[config.mk]
export PLATFORM = sky130hd
export DESIGN_NAME = ifetch_stage
export DESIGN_NICKNAME = d
export VERILOG_FILES = /design/src/rtl/ifetch_stage_pkg.sv /design/src/rtl/ifetch_stage_pipe_reg_sf.sv /design/src/rtl/ifetch_stage.sv
export SDC_FILE = /design/constraint.sdc
export NUM_CORES = 1
export LEC_CHECK = 0
export CAP_MARGIN = 20
export CORE_MARGIN = 8
export CORE_UTILIZATION = 50
export CTS_BUF_LIST = sky130_fd_sc_hd__clkbuf_8
export DETAILED_ROUTE_END_ITERATION = 16
export PLACE_DENSITY_LB_ADDON = 0.1
export SLEW_MARGIN = 20
export SYNTH_ARGS = -nofsm -noshare
export SYNTH_HDL_FRONTEND = slang
export SYNTH_HIERARCHICAL = 1
export SYNTH_SLANG_ARGS = --single-unit
[constraint.sdc]
create_clock -name clk -period 2.7 [get_ports clk]
set_clock_uncertainty 0.15 [all_clocks]
set_input_delay 0.405 -clock clk [delete_from_list [all_inputs] [get_ports clk]]
set_output_delay 0.405 -clock clk [all_outputs]
set_load 0.03 [all_outputs]
[src/rtl/ifetch_stage_pkg.sv]
// ifetch_stage_pkg: shared widths, reset/NOP constants and fetch FSM states
package ifetch_stage_pkg;
  localparam int XLEN = 32;
  localparam logic [XLEN-1:0] PC_RESET = 32'h0000_0000;
  localparam logic [31:0] NOP_INSTR = 32'h0000_0013;
  localparam int IFID_W = 1 + 32 + 2 * XLEN;
  localparam logic [IFID_W-1:0] IFID_BUBBLE = {1'b0, NOP_INSTR, {(2 * XLEN){1'b0}}};
  typedef enum logic [1:0] {S_BOOT, S_REQ, S_HOLD} state_t;
endpackage

[src/rtl/ifetch_stage_pipe_reg_sf.sv]
// pipe_reg_sf: pipeline register with enable and a flush that loads FLUSH_VAL
module pipe_reg_sf #(
  parameter int W = 1,
  parameter logic [W-1:0] FLUSH_VAL = '0
) (
  input  logic         clk,
  input  logic         reset,
  input  logic         en,
  input  logic         flush,
  input  logic [W-1:0] d,
  output logic [W-1:0] q
);
  always_ff @(posedge clk) q <= (reset || flush) ? FLUSH_VAL : en ? d : q;
endmodule

[src/rtl/ifetch_stage.sv]
// ifetch_stage: PC, imem handshake, pending redirect, skid buffer and IF/ID register
module ifetch_stage
  import ifetch_stage_pkg::*;
(
  input  logic            clk,
  input  logic            reset,
  input  logic            stall,
  input  logic            redirect,
  input  logic [XLEN-1:0] redirect_target,
  output logic            imem_req,
  output logic [XLEN-1:0] imem_addr,
  input  logic            imem_rdy,
  input  logic [31:0]     imem_rdata,
  output logic            id_valid,
  output logic [31:0]     id_instr,
  output logic [XLEN-1:0] id_pc,
  output logic [XLEN-1:0] id_pc_plus4
);
  state_t state, state_n;
  logic [XLEN-1:0] pc, pc_n, pc_plus4, pend_tgt, pend_tgt_n, skid_pc, skid_pc_n;
  logic [31:0] skid_instr, skid_instr_n;
  logic pend_vld, pend_vld_n, skid_vld, skid_vld_n;
  logic [IFID_W-1:0] ifid_d, ifid_q;
  assign pc_plus4 = pc + XLEN'(4);
  assign imem_addr = pc;
  always_ff @(posedge clk)
    if (reset) begin
      state <= S_BOOT;
      pc <= PC_RESET;
      pend_vld <= 1'b0;
      pend_tgt <= '0;
      skid_vld <= 1'b0;
      skid_pc <= '0;
      skid_instr <= NOP_INSTR;
    end else begin
      state <= state_n;
      pc <= pc_n;
      pend_vld <= pend_vld_n;
      pend_tgt <= pend_tgt_n;
      skid_vld <= skid_vld_n;
      skid_pc <= skid_pc_n;
      skid_instr <= skid_instr_n;
    end
  always_comb begin
    state_n = state;
    pc_n = pc;
    pend_vld_n = pend_vld;
    pend_tgt_n = pend_tgt;
    skid_vld_n = skid_vld;
    skid_pc_n = skid_pc;
    skid_instr_n = skid_instr;
    ifid_d = IFID_BUBBLE;
    imem_req = 1'b0;
    case (state)
      S_BOOT: begin
        state_n = S_REQ;
        pc_n = redirect ? redirect_target : pc;
      end
      S_REQ: begin
        imem_req = 1'b1;
        if (!imem_rdy) begin
          pend_vld_n = pend_vld || redirect;
          pend_tgt_n = redirect ? redirect_target : pend_tgt;
        end else if (redirect || pend_vld) begin
          // wrong-path word: drop it, the newest redirect target wins
          pc_n = redirect ? redirect_target : pend_tgt;
          pend_vld_n = 1'b0;
        end else if (stall) begin
          skid_vld_n = 1'b1;
          skid_pc_n = pc;
          skid_instr_n = imem_rdata;
          pc_n = pc_plus4;
          state_n = S_HOLD;
        end else begin
          ifid_d = {1'b1, imem_rdata, pc, pc_plus4};
          pc_n = pc_plus4;
        end
      end
      S_HOLD: begin
        if (redirect) begin
          skid_vld_n = 1'b0;
          pc_n = redirect_target;
          state_n = S_REQ;
        end else if (!stall) begin
          ifid_d = {skid_vld, skid_instr, skid_pc, skid_pc + XLEN'(4)};
          skid_vld_n = 1'b0;
          state_n = S_REQ;
        end
      end
      default: state_n = S_BOOT;
    endcase
  end
  pipe_reg_sf #(.W(IFID_W), .FLUSH_VAL(IFID_BUBBLE)) u_ifid (
    .clk(clk), .reset(reset), .en(!stall), .flush(redirect), .d(ifid_d), .q(ifid_q)
  );
  assign {id_valid, id_instr, id_pc, id_pc_plus4} = ifid_q;
endmodule

======== Word-level counts from Yosys, hierarchy flattened ========
Cells that the tools add are included.
storage, ports and cells
  register bits ........................... 229
  bits of input ports ..................... 69
  output and inout bits ................... 130
cells by class
  add/sub/neg operators ................... 2
  equal/unequal tests ..................... 8
  muxes and demuxes ....................... 24
  bitwise logic cells ..................... 2
  reductions and logical operators ........ 12
operators with widths
  cell                                                   count
  2-to-1 mux 97 bit                                      3
  one-hot mux 97 bit (2 select lines)                    1
  2-to-1 mux 32 bit                                      4
  adder 32 x 3 -> 32 bit, second input constant          2
  one-hot mux 32 bit (2 select lines)                    1
  2-to-1 mux 2 bit                                       5
  2-to-1 mux 1 bit                                       8
  AND reduction 4 bit                                    2
  inequality test 2 bit, second input constant           3
  one-hot mux 2 bit (3 select lines)                     1
  AND reduction 5 bit                                    1
  inequality test 2 x 1 -> 1 bit, second input constant  2
  AND reduction 2 bit                                    2
  nonzero test 2 bit                                     2
  inequality test 3 bit, second input constant           1
  AND reduction 3 bit                                    1
  equality test 2 x 1 -> 1 bit, second input constant    1
  equality test 2 bit, second input constant             1
  logical NOT 2 bit                                      1
  logical OR 1 bit                                       2
  NOT 1 bit                                              2
  one-hot mux 1 bit (2 select lines)                     1
  OR reduction 2 bit                                     1

======== Logic depth before layout (Yosys ltp) ========
  word-level depth ........................ 4
  mapped depth ............................ 11

======== Hierarchy ========
Netlist, hierarchy kept.
modules (own cells, without submodules)
  module        instances  cells each  area each (sq um)  seq. area each (sq um)
  ifetch_stage  1          1192        8210.4             2642.5
  pipe_reg_sf   1          315         3487.1             1941.9

======== Worst setup path after synthesis ========
No wires, ideal clock.
  path type ............................... reg-to-reg
  start point ............................. reg pc[2] (netlist: imem_addr[2])
  end point ............................... reg u_ifid.q[22]
  library setup time ...................... 0.065 ns
  arrival ................................. 2.534 ns
  data required time ...................... 2.485 ns
  path slack .............................. -0.049 ns
  cell stages (with the launch flop) ...... 9
  buffers on the path ..................... 0
  clock period less this slack ............ 2.749 ns
  cell sequence ........................... dfxtp_1 > ha_1 > nand3_2 > nor4_1 > nor3b_2 > mux2_2 > a21oi_1 > mux2i_1 > nor2_1
on the way
  cells in the longest elaborated chain, start to end .. 4
ends and longest elaborated chain
  item                                 line                            text
  start: declaration                   ifetch_stage.sv:20              logic [XLEN-1:0] pc, pc_n, pc_plus4, pend_tgt, pend_tgt_n, skid_pc, skid_pc_n;
  start signal: assignment             ifetch_stage.sv:37              pc <= pc_n;
  adder 32 x 3 -> 32 bit               ifetch_stage.sv:24              assign pc_plus4 = pc + XLEN'(4);
  2-to-1 mux 97 bit                    ifetch_stage.sv:64              end else if (redirect || pend_vld) begin
  2-to-1 mux 97 bit                    ifetch_stage.sv:61              if (!imem_rdy) begin
  one-hot mux 97 bit (2 select lines)  ifetch_stage.sv:54              case (state)
  net ifid_d[22]                       ifetch_stage.sv:23              logic [IFID_W-1:0] ifid_d, ifid_q;
  end signal: assignment               ifetch_stage_pipe_reg_sf.sv:13  always_ff @(posedge clk) q <= (reset || flush) ? FLUSH_VAL : en ? d : q;
  end: declaration                     ifetch_stage_pipe_reg_sf.sv:11  output logic [W-1:0] q
The timed path passes the listed nets, and every way through them passes these cells.
A chain may end at the register's enable or synchronous reset.

======== Final worst setup path ========
  start point ............................. reg state[1]
  end point ............................... out imem_req
on the way
  cells in the longest elaborated chain, start to end .. 2
ends and longest elaborated chain
  item                          line                text
  start: declaration            ifetch_stage.sv:19  state_t state, state_n;
  start signal: assignment      ifetch_stage.sv:36  state <= state_n;
  equality test 2 x 1 -> 1 bit  ifetch_stage.sv:54
  2-to-1 mux 1 bit              ifetch_stage.sv:54
  end: declaration              ifetch_stage.sv:10  output logic imem_req,
Every way passes these cells.

==> run summary <==
Setup bufs post-CTS - 0
Core area - 23200 um2
Area growth syn-to-layout - 28.7%
DRC viols - 0
RR Startpoint - imem_addr[22]
IO Pins - 199
Setup TNS - 0 ps
Fillers - 2108
Total gr overflow - 0
RSZ-0062 raised after global routing - no
Maximum clock insertion buffer count - 3
Antenna violation net count after detailed routing - 0
R2R Setup Slk - 150 ps
Netlist cell types - 62
Worst skew pair latency - 560 ps
Worst-Margin Slew - 633 ps
Worst hold-check path type - in -> reg
Via count - 11500
Die extent in x - 169 um
DRT iter0 DRCs - 809
Path depth of the worst reg2reg path - 7
Hold endpoint - imem_addr[25]
Hold Path Stages - 2
Type of element capturing the critical path - output port
Gate Count Post-Synth - 1507
Startpoint types - flop
CTS Root Cell - clkbuf_8
FF-to-FF End - u_ifid/q[27]
Total GRT Usage - 0.250
P_leak - 5.42 nW
Row count - 56
Min-delay src - reset
Relative slew margins - 0.578
CTS tree - built
Number of flops mapped to enable cells by yosys - 0
FMAX - 384 MHz
Mean post-synth cell area - 7.76 um2
Die ar. - 28500 um2
Worst-path clk slew - 60 ps
Final setup fails - 0
PD cells - 558 nW/um2
Worst vdd ir - 388 uV
Fin crit period - 2610 ps
#FFs+latches synth - 229
Power Total - 8.41 mW
Async set or reset register ratio after synthesis - 0
Dpl hpwl - 26200 um
Vias per inst - 5.66
# diodes - 0
Fin nets - 1763
Sequential share of the synthesized area - 0.392
Drt wl/cell - 18.3 um
Post-CTS Hold Buffers - 0
Max_cap viols - 0
Pins Over Slew Limit - 0
GPL Wtd Cong - 0.886
PortBufs - 198
TritonCTS Buffers - 41
Die height - 169 um
Synthesized netlist net count - 1582
Outcome - finished, final reports clean
Global-route wire length before repair - 58600 um
Clock sinks - 229
Worst Path Arrival - 2050 ps
DR pass1 iterations - 7
Routed Wire Length - 37200 um
H-tree lvl count - 2
Share of layout cells above drive strength 1 - 0.106
Fin crit share - 0.965
Largest net degree at the start of global routing - 62
Worst-path maximum fanout - 14
CP Data Required Time - 2140 ps
Vias in the first global route - 11200
Mapped Area - 11700 um2
Most used DFF post-synth - dfxtp_1
Ys Warns - 6
Critical path class - reg -> out
Endpoints failing hold - 0
Initial Util - 0.504
Initial antenna violation count - 0
-- state kept, by name, summed over array words and instances, names as in the netlist --
signal	cells
imem_addr	32
pend_tgt	32
pend_vld	1
skid_instr	32
skid_pc	32
skid_vld	1
state	2
u_ifid/q	97
-- area by class of cell --
type / instances / area, um2 / area share
Multi-Input combinational cell: 1116 / 6400 / 0.425
Sequential cell: 229 / 4590 / 0.305
Timing Repair Buffer: 278 / 2770 / 0.184
Clock buffer: 51 / 702 / 0.0466
Tap cell: 319 / 399 / 0.0265
Clock inverter: 17 / 113 / 0.00748
Inverter: 22 / 85.1 / 0.00565
-- how the worst max path moves through the flow --
stage | start | endpoint | slack, ps | depth (start not counted)
6_report | state[1] | imem_req | 90 | 3
5_1_grt | imem_addr[22] | u_ifid/q[31] | 20 | 8
4_1_cts | state[1] | imem_req | 60 | 3
3_5_place_dp | redirect | u_ifid/q[47] | 60 | 9
3_3_place_gp | redirect | u_ifid/q[47] | 100 | 9
2_1_floorplan | imem_addr[2] | u_ifid/q[22] | 90 | 8
-- layout by cell type (no fill, tap or decap), types with 46 or more instances in the layout --
master / n
nor2_1: 186
clkbuf_8: 51
nand2_1: 281
a22oi_1: 62
nand3_1: 46
a21oi_1: 166
buf_4: 66
mux2i_1: 104
dfxtp_1: 228
clkdlybuf4s50_1: 197
-- Yosys cell counts, types with 8 or more instances --
cell type  count  area [um2]
nor2_2        10        62.6
nand3_1       46         230
mux2i_1      104        1040
o32ai_1       10        87.6
xnor2_1       19         166
buf_1         14        52.6
nor3_1        13        65.1
o31a_1        17         149
a21oi_1      166         831
nand2_1      282        1060
and3_1        17         106
dfxtp_1      229        4580
a22oi_1       62         465
nor2_1       187         702
buf_6         14         158
clkbuf_1      79         297
nand4_1       17         106
buf_2         31         155
xor2_1        13         114
or4_1          8        60.1
o21ai_0       33         165
inv_1         22        82.6
nor4_1        15        93.8
-- worst max-delay path: stages (launching register included) --
cell	delay, ps
dfxtp_1	340
inv_1	100
ha_2	330
clkdlybuf4s50_1	720
-- logic make-up (layout without fill, tap and decap cells) --
kind of cell             after synthesis  in the layout  synth area share
multiplexers                         109            109            0.0938
AND/OR/NAND/NOR                      645            645             0.250
adder cells (fa/ha/maj)                6              6           0.00642
flip-flops                           229            229             0.392
AO/OA/AOI/OAI                        324            324             0.169
XOR/XNOR                              32             32            0.0240
buffers and inverters                162            368            0.0649
-- layer usage --
layer,vias to the layer above,GRT usage,wire [um]
met1,5445,0.301,15500
met4,0,0.108,1400
li1,5560,-,-
met3,96,0.0454,2220
met5,-,0.00181,0
met2,395,0.431,18100
-- stage by stage --
step	cells	setup WS, ps	util	area [um2]	hold slack [ps]
floorplan	1507	94.3	-	11700	282
finish	2032	93.8	0.649	15100	38.6
CTS	2032	63.2	0.648	15000	16.7
detailed placement	1964	60.6	0.613	14200	294
global route	2032	21.9	0.649	15100	56.0
global placement	1964	95.4	0.613	14200	288
-- power by group --
part	switching, mW	internal (mW)	total, mW
Sequential	0.151	3.49	3.64
Combinational	0.935	0.592	1.53
Clock	1.44	1.80	3.24
Total	2.53	5.88	8.41
-- what timing repair did --
action | 4_1_cts | 5_1_grt
endpoints found under the setup margin | 1 | 5
hold endpoints to repair | 0 | 0
gates resized for setup | 1 | 4
gates cloned | 0 | 0
No activity file was read; power rests on OpenSTA's default activity.
